`config.mk`:
```
export PLATFORM = sky130hd
export DESIGN_NAME = conv_sched
export DESIGN_NICKNAME = d
export VERILOG_FILES = /design/src/rtl/conv_sched.sv
export SDC_FILE = /design/constraint.sdc
export NUM_CORES = 1
export LEC_CHECK = 0
export ABC_AREA = 1
export BUFFER_PORTS_ARGS = -buffer_cell sky130_fd_sc_hd__buf_2
export CORE_MARGIN = 5
export CORE_UTILIZATION = 43
export DETAILED_ROUTE_END_ITERATION = 12
export PLACE_DENSITY_LB_ADDON = 0.3
export SYNTH_ARGS = -nofsm -noshare
export SYNTH_HDL_FRONTEND = slang
export SYNTH_SLANG_ARGS = --single-unit
```
`constraint.sdc`:
```
create_clock -name i_clk -period 1.8 [get_ports i_clk]
set_input_delay 0.54 -clock i_clk [delete_from_list [all_inputs] [get_ports i_clk]]
set_output_delay 0.54 -clock i_clk [all_outputs]
set_load 0.02 [all_outputs]
```
`src/rtl/conv_sched.sv`:
```
// conv_sched: frame scheduler between the FWFT feature FIFO and the conv datapath.
// Pops one pixel per accepted handshake and emits a line-buffer write for each one.
// It issues a MACC start whenever a full KxK window is resident.
// After the last window it flushes the MACC pipeline for MACC_LAT cycles, then pulses o_done.
// Optional build macro: CONV_SCHED_PERF_EN enables the backpressure stall counter on o_stall_cnt.
module conv_sched #(
   parameter int unsigned IMG_W    = 32,
   parameter int unsigned IMG_H    = 32,
   parameter int unsigned K        = 5,
   parameter int unsigned MACC_LAT = 4
) (
   input  logic                           i_clk,
   input  logic                           i_rst,
   input  logic                           i_start,
   input  logic                           i_feature_valid,
   output logic                           o_rd_en,
   input  logic                           i_out_ready,
   output logic                           o_wr_en,
   output logic [$clog2(IMG_H)-1:0]       o_wr_row,
   output logic [$clog2(IMG_W)-1:0]       o_wr_col,
   output logic                           o_macc_en,
   output logic [$clog2(IMG_H-K+1)-1:0]   o_win_row,
   output logic [$clog2(IMG_W-K+1)-1:0]   o_win_col,
   output logic                           o_last_win,
   output logic                           o_busy,
   output logic                           o_done,
   output logic [15:0]                    o_stall_cnt
);

   localparam int unsigned RW  = $clog2(IMG_H);
   localparam int unsigned CW  = $clog2(IMG_W);
   localparam int unsigned WRW = $clog2(IMG_H-K+1);
   localparam int unsigned WCW = $clog2(IMG_W-K+1);
   localparam int unsigned FW  = $clog2(MACC_LAT+1);

   typedef enum logic [1:0] {StIdle, StFill, StConv, StFlush} state_e;

   state_e           state_q, state_d;
   logic [RW-1:0]    row_q, row_d;
   logic [CW-1:0]    col_q, col_d;
   logic [FW-1:0]    flush_q, flush_d;
   logic             wr_en_q, wr_en_d;
   logic [RW-1:0]    wr_row_q, wr_row_d;
   logic [CW-1:0]    wr_col_q, wr_col_d;
   logic             macc_en_q, macc_en_d;
   logic [WRW-1:0]   win_row_q, win_row_d;
   logic [WCW-1:0]   win_col_q, win_col_d;
   logic             last_win_q, last_win_d;
   logic             busy_q, busy_d;
   logic             done_q, done_d;

   logic accept;
   logic start_ok;
   logic col_last;
   logic row_last;
   logic fill_end;

   // Pop is decoded from the state register; only CONV is throttled by downstream ready.
   assign o_rd_en  = (state_q == StFill) || ((state_q == StConv) && i_out_ready);
   assign accept   = o_rd_en && i_feature_valid;
   // A start coinciding with o_done is ignored; the block is only idle from the next cycle.
   assign start_ok = (state_q == StIdle) && !done_q && i_start;
   assign col_last = (col_q == CW'(IMG_W-1));
   assign row_last = (row_q == RW'(IMG_H-1));
   assign fill_end = (row_q == RW'(K-2)) && col_last;

   // Next-state and next-output logic for the frame FSM.
   always_comb begin
      state_d    = state_q;
      row_d      = row_q;
      col_d      = col_q;
      flush_d    = flush_q;
      wr_en_d    = 1'b0;
      wr_row_d   = wr_row_q;
      wr_col_d   = wr_col_q;
      macc_en_d  = 1'b0;
      win_row_d  = win_row_q;
      win_col_d  = win_col_q;
      last_win_d = 1'b0;
      busy_d     = busy_q;
      done_d     = 1'b0;

      // Busy covers the o_done cycle itself and drops right after it.
      if (done_q) begin
         busy_d = 1'b0;
      end

      case (state_q)
         StIdle: begin
            if (start_ok) begin
               state_d = StFill;
               row_d   = '0;
               col_d   = '0;
               busy_d  = 1'b1;
            end
         end
         StFill, StConv: begin
            if (accept) begin
               wr_en_d  = 1'b1;
               wr_row_d = row_q;
               wr_col_d = col_q;
               if (col_last) begin
                  col_d = '0;
                  row_d = row_q + 1'b1;
               end else begin
                  col_d = col_q + 1'b1;
               end
               if (state_q == StFill) begin
                  if (fill_end) begin
                     state_d = StConv;
                  end
               end else begin
                  // Rows 0..K-1 are resident once in CONV; columns gate the window.
                  if (col_q >= CW'(K-1)) begin
                     macc_en_d = 1'b1;
                     win_row_d = WRW'(row_q - RW'(K-1));
                     win_col_d = WCW'(col_q - CW'(K-1));
                  end
                  if (row_last && col_last) begin
                     last_win_d = 1'b1;
                     row_d      = '0;
                     flush_d    = '0;
                     state_d    = StFlush;
                  end
               end
            end
         end
         StFlush: begin
            if (flush_q == FW'(MACC_LAT-1)) begin
               state_d = StIdle;
               done_d  = 1'b1;
            end else begin
               flush_d = flush_q + 1'b1;
            end
         end
         default: begin
            state_d = StIdle;
         end
      endcase
   end

   // State and registered outputs; reset returns everything to idle immediately.
   always_ff @(posedge i_clk or posedge i_rst) begin
      if (i_rst) begin
         state_q    <= StIdle;
         row_q      <= '0;
         col_q      <= '0;
         flush_q    <= '0;
         wr_en_q    <= 1'b0;
         wr_row_q   <= '0;
         wr_col_q   <= '0;
         macc_en_q  <= 1'b0;
         win_row_q  <= '0;
         win_col_q  <= '0;
         last_win_q <= 1'b0;
         busy_q     <= 1'b0;
         done_q     <= 1'b0;
      end else begin
         state_q    <= state_d;
         row_q      <= row_d;
         col_q      <= col_d;
         flush_q    <= flush_d;
         wr_en_q    <= wr_en_d;
         wr_row_q   <= wr_row_d;
         wr_col_q   <= wr_col_d;
         macc_en_q  <= macc_en_d;
         win_row_q  <= win_row_d;
         win_col_q  <= win_col_d;
         last_win_q <= last_win_d;
         busy_q     <= busy_d;
         done_q     <= done_d;
      end
   end

   assign o_wr_en    = wr_en_q;
   assign o_wr_row   = wr_row_q;
   assign o_wr_col   = wr_col_q;
   assign o_macc_en  = macc_en_q;
   assign o_win_row  = win_row_q;
   assign o_win_col  = win_col_q;
   assign o_last_win = last_win_q;
   assign o_busy     = busy_q;
   assign o_done     = done_q;

`ifdef CONV_SCHED_PERF_EN
   logic [15:0] stall_q, stall_d;

   // Saturating count of CONV cycles where a pixel waits only on downstream ready.
   always_comb begin
      stall_d = stall_q;
      if (start_ok) begin
         stall_d = '0;
      end else if ((state_q == StConv) && i_feature_valid && !i_out_ready &&
                   (stall_q != 16'hFFFF)) begin
         stall_d = stall_q + 16'd1;
      end
   end

   // Stall counter register; holds its value after o_done until the next start.
   always_ff @(posedge i_clk or posedge i_rst) begin
      if (i_rst) begin
         stall_q <= '0;
      end else begin
         stall_q <= stall_d;
      end
   end

   assign o_stall_cnt = stall_q;
`else
   assign o_stall_cnt = 16'h0000;
`endif

endmodule

```
==> impl_metrics.toml, run 1 <==
[logic_synthesis]
ys_warn_count = 0
synth_cells = 269
ys_ff_latch = 40
avgSynthCellArea_um2 = 8.39
ys_seq_area_frac = 0.443
yosysUniqueCellTypes = 25
syn_area_mm2 = 0.00226

[power_and_ir_drop]
clkPwrFrac = 0.183
powerDensity_mw_per_mm2 = 1580
leakagePower_nw = 1.47
switching_share = 0.435
ir_worst_vdd_mv = 1.27
pwr-share-comb = 0.522
internal_power_w = 0.00241
power_switching_w = 0.00186
share_seq_of_total_power = 0.295

[finish]
nets = 338
regArea_mm2 = 0.00100
antenna_cells = 0
fillers = 504
drive_gt1_frac = 0.268
syn_to_final_growth_pct = 19.7
stdcell_count = 387
multi_input_comb_area_mm2 = 0.00109

[grt]
antenna_found_initial = 0
grt_start_max_net_pins = 41
grt_pass1_vias = 1696
overflow = 0
grt_pass1_wl_um = 7540
track_usage = 0.145

[worst_setup_path]
crit_family = "flip-flops"
cp_data_required_time_ns = 1.26
path_buf_inv = 2
path_max_fanout = 3
cp_slowest_cell = "dfrtp_2"
crit_type = "reg -> out"
crit_path_start_kind = "register"
worst_ep_arrival_time_ns = 1.23
cp_cell_sequence = "inv_2, ha_2, nand2_2, nand2_4, buf_6"
crit_path_end_kind = "output port"
slowest_delay_ns = 0.44

[place]
pre_cts_ws_ns = 0.0533
hpwl_um = 3250
gp_congestion = 0.846
dpl.cell_count = 376
port_buffers = 30

[cts]
clock_latency_ns = 0.29
hold_buffers = 0
cts_tree = "yes"
path_clk_slew_ns = 0.08
clockBufferDepth = 2
cts_buffers = 5
cts_root_buffer = "clkbuf_8"
clkSinkCount = 40
cts-htree-levels = 2

[min_path]
hold_class = "in -> async"

[timing]
max_freq_mhz = 563
rsz0062_at_grt = "yes"
setup_viol = 0
finalCritPeriodShare = 0.986
worst_slack_ns = 0.0251
finalCriticalPeriod_ns = 1.77
slew_violations = 0
hold_viol_final = 0
fin_skew_ns = 0.00479

[detailed_routing]
viasPerCell = 4.48
drc = 0
ant_nets = 0
totalWireLength_um = 4460
wl_per_cell_um = 11.5
drtIter0Drc = 95
vias = 1733
dr.pass1.iters = 4

[job]
maxCapViolations = 0

[floorplan]
die-area_mm2 = 0.00680
ios = 47
die_h_um = 82.5
start_util = 0.442
core_mm2 = 0.00511
placementRows = 26
die_x_um = 82.5

[status]
status = "completed"
placed cells by master (no fill, tap or decap), types with 2 or more instances in the layout:
| cell type | count |
|---|---|
| inv_1 | 22 |
| nand2_4 | 4 |
| dfrtp_1 | 39 |
| o21ai_2 | 4 |
| o21ai_1 | 2 |
| conb_1 | 16 |
| nor2_1 | 13 |
| buf_4 | 15 |
| a21oi_2 | 2 |
| nand2_2 | 2 |
| ha_1 | 14 |
| nand2_1 | 88 |
| or2_2 | 4 |
| clkbuf_8 | 6 |
| xor2_1 | 2 |
| nand3_1 | 9 |
| nor2_2 | 3 |
| a21oi_1 | 4 |
| inv_2 | 5 |
| o21ai_0 | 9 |
| ha_4 | 2 |
| o21a_1 | 8 |
| nand4_1 | 4 |
| buf_2 | 29 |
worst paths after layout:
check	cells after the start	to	start	slack (ns)
max	5	o_rd_en	state_q[0]	0.03
min	3	o_win_row[2]	i_rst	0.35
max reg2reg	10	state_q[0]	state_q[0]	0.13
min reg2reg	2	o_win_col[3]	o_win_col[3]	0.47
max in group asynchronous	3	state_q[0]	i_rst	1.07
min in group i_clk	2	o_win_col[3]	o_win_col[3]	0.47
Yosys cell counts:
master	instances	share of area
o21a_1	8	0.027
nor2_1	14	0.023
nand4_2	1	0.0055
a21oi_1	6	0.013
nand2_4	3	0.015
conb_1	1	0.0017
nand4_1	4	0.011
dfrtp_1	40	0.44
nand3b_1	1	0.0033
o21ai_1	1	0.0022
nand2_2	1	0.0028
ha_1	17	0.094
nand3_1	9	0.020
inv_1	24	0.040
or2_2	4	0.011
buf_6	2	0.010
nand3_2	1	0.0044
buf_4	19	0.063
o21ai_0	11	0.024
o211ai_1	1	0.0033
o21ai_2	3	0.012
nand2_1	90	0.15
xor2_1	2	0.0078
inv_2	4	0.0066
nor2_2	2	0.0055
power groups by stage:
| stage | Clock [W] | Combinational (W) | Sequential (W) |
|---|---|---|---|
| floorplan | 0 | 0.00133 | 0.00150 |
| global placement | 0 | 0.00202 | 0.00127 |
| detailed placement | 0 | 0.00203 | 0.00128 |
| CTS | 0.000815 | 0.00213 | 0.00126 |
| global route | 0.000836 | 0.00251 | 0.00129 |
| finish | 0.000780 | 0.00223 | 0.00126 |
kinds of logic (layout without fill, tap and decap cells):
family | after synthesis | after routing | synth area share
AND/OR/NAND/NOR | 130 | 130 | 0.252
buffers and inverters | 49 | 82 | 0.120
flip-flops | 40 | 40 | 0.443
AO/OA/AOI/OAI | 30 | 30 | 0.0815
adder cells (fa/ha/maj) | 17 | 17 | 0.0942
XOR/XNOR | 2 | 2 | 0.00776
other | 1 | 16 | 0.00166
tightest hold or removal path, delay by kind of cell:
kind	cells	cell delay, ns
buffers and inverters	3	0.55
through the flow:
step	power, W	cell area, um^2	setup TNS, ns	hold slack [ns]	util
2_1_floorplan	0.00283	2310	0	0.453	-
3_3_place_gp	0.00328	2500	0	0.450	0.489
3_5_place_dp	0.00331	2500	0	0.455	0.489
4_1_cts	0.00420	2660	0	0.365	0.520
5_1_grt	0.00463	2700	-0.0493	0.406	0.529
6_report	0.00427	2700	0	0.352	0.529
final cells by class:
cell class | instances | area share
flip-flops and latches | 40 | 0.371
clock inverters | 2 | 0.0144
repair buffers | 46 | 0.107
clock buffers | 6 | 0.0306
well taps | 70 | 0.0324
inverters | 28 | 0.0398
multi-input cells | 195 | 0.405
timing repair:
action / 4_1_cts / 5_1_grt
buffers inserted: 2 / 1
resized for setup: 8 / 12
setup endpoints to repair: 1 / 11
hold endpoints to repair: 0 / 0
metal layers:
| metal | routed length, um | global-route usage | vias to the layer above |
|---|---|---|---|
| met3 | 217 | 0.0304 | 4 |
| met2 | 2080 | 0.235 | 36 |
| met5 | 0 | 0 | - |
| met4 | 39 | 0.0565 | 0 |
| met1 | 2120 | 0.189 | 790 |
| li1 | - | - | 903 |
registers in the layout, summed over array words and instances (netlist names):
name / count
col_q: 5
o_win_col: 5
o_win_row: 5
o_wr_col: 5
o_wr_row: 5
row_q: 5
flush_q: 3
state_q: 2
o_busy: 1
o_done: 1
o_last_win: 1
o_macc_en: 1
o_wr_en: 1
No activity file was read; power rests on OpenSTA's default activity.
==> run 2: changes to the inputs <==
--- a/config.mk
+++ b/config.mk
@@ -8,7 +8,7 @@
 export ABC_AREA = 1
 export BUFFER_PORTS_ARGS = -buffer_cell sky130_fd_sc_hd__buf_2
 export CORE_MARGIN = 5
-export CORE_UTILIZATION = 43
+export CORE_UTILIZATION = 54
 export DETAILED_ROUTE_END_ITERATION = 12
 export PLACE_DENSITY_LB_ADDON = 0.3
 export SYNTH_ARGS = -nofsm -noshare
==> run 2 against run 1 <==
Effect of this change:
- non-clock buffer count grew 2
- utilization grew 14 points
- first-iteration DRC count decreased by 21%
==> impl_metrics.toml, run 2 (synthesis results as in run 1) <==
[finish]
fillers = 347
stdcell_count = 369
final_common_cell = "nand2_1"
layout_common_cells = "nand2_1, dfrtp_1, buf_2"
nets = 340
utilization = 0.667
syn_to_final_growth_pct = 19.1
antenna_cells = 0
drive_gt1_frac = 0.270
regArea_mm2 = 0.00100
multi_input_comb_area_mm2 = 0.00110

[worst_setup_path]
r2r_cells = 8
r2r_setup_slack_ns = 0.08
rr_startpoint = "state_q[1]"
crit_path_end_kind = "output port"
crit_type = "reg -> out"
r2r-end = "col_q[3]"
cp_data_required_time_ns = 1.26
path_max_fanout = 5
worst_ep_arrival_time_ns = 1.23
crit_path_start_kind = "register"

[detailed_routing]
drtIter0Drc = 75
dr.pass1.iters = 4
wl_per_cell_um = 12.4
viasPerCell = 5.00
drc = 0
ant_nets = 0
vias = 1844
totalWireLength_um = 4590

[timing]
fin_hold_ws_ns = 0.364
slew_violations = 0
rsz0062_at_grt = "yes"
finalCritPeriodShare = 0.984
hold_viol_final = 0
fin_skew_ns = 0.00543
tns_ns = 0
max_freq_mhz = 565
finalCriticalPeriod_ns = 1.77
setup_viol = 0

[place]
gp_congestion = 0.903
port_buffers = 30
hpwl_um = 3410
dpl.cell_count = 357

[grt]
track_usage = 0.175
antenna_found_initial = 0
overflow = 0
grt_pass1_vias = 1719
grt_start_max_net_pins = 41
grt_pass1_wl_um = 7540

[cts]
cts_root_buffer = "clkbuf_8"
clkSinkCount = 40
path_clk_slew_ns = 0.08
cts-htree-levels = 2
clock_latency_ns = 0.29
clockBufferDepth = 2
hold_buffers = 0
cts_buffers = 5
cts_tree = "yes"

[floorplan]
die_x_um = 74.7
ios = 47
placementRows = 23
die-area_mm2 = 0.00557
core_mm2 = 0.00403
die_h_um = 74.7
start_util = 0.560

[power_and_ir_drop]
leakagePower_nw = 1.47
powerDensity_mw_per_mm2 = 1590
total_power_w = 0.00428
ir_worst_vdd_mv = 1.13

[job]
maxCapViolations = 0

[min_path]
hold_class = "in -> async"

[status]
status = "completed"
==> run 2: layer usage <==
| metal | global-route usage | vias to the layer above | part of all wire |
|---|---|---|---|
| li1 | - | 911 | - |
| met1 | 0.222 | 862 | 0.43 |
| met2 | 0.296 | 61 | 0.48 |
| met3 | 0.0494 | 10 | 0.071 |
| met4 | 0.0474 | 0 | 0.017 |
| met5 | 0 | - | 0 |
==> run 2: how the worst max path moves through the flow <==
stage,start,endpoint,slack [ns]
floorplan,col_q[2],row_q[2],0.23
global placement,col_q[1],state_q[1],0.11
detailed placement,col_q[0],state_q[1],0.04
CTS,state_q[0],o_rd_en,0.01
global route,col_q[1],state_q[0],-0.04
finish,state_q[1],o_rd_en,0.03
==> run 2: worst max-delay path: stages (launching register included) <==
cell and delay [ns]:
dfrtp_2 0.45, inv_2 0.10, ha_4 0.17, inv_4 0.05, nand2_4 0.06, buf_6 0.11
==> run 2: metrics by stage <==
step | setup slack (ns) | area [um^2]
2_1_floorplan | 0.228 | 2310
3_3_place_gp | 0.107 | 2480
3_5_place_dp | 0.0406 | 2480
4_1_cts | 0.0119 | 2620
5_1_grt | -0.0393 | 2690
6_report | 0.0287 | 2690
==> run 2: repair_timing <==
action                                  in CTS  in global routing
cloned                                       0                  0
pin swaps                                    2                  3
endpoints found under the setup margin       1                 21
resized for setup                            9                 12
setup buffers                                1                  3
==> run 2: power breakdown <==
group	total, W	internal, W	switching [W]
Clock	0.000717	0.000411	0.000306
Combinational	0.00228	0.000868	0.00142
Sequential	0.00128	0.00114	0.000138
==> run 2: area by class of cell <==
| type | count | area share |
|---|---|---|
| sequential | 40 | 0.373 |
| tap | 50 | 0.0233 |
| multi-input combinational | 195 | 0.410 |
| clock inverter | 2 | 0.0130 |
| inverter | 28 | 0.0400 |
| clock buffer | 6 | 0.0270 |
| timing repair buffer | 48 | 0.113 |
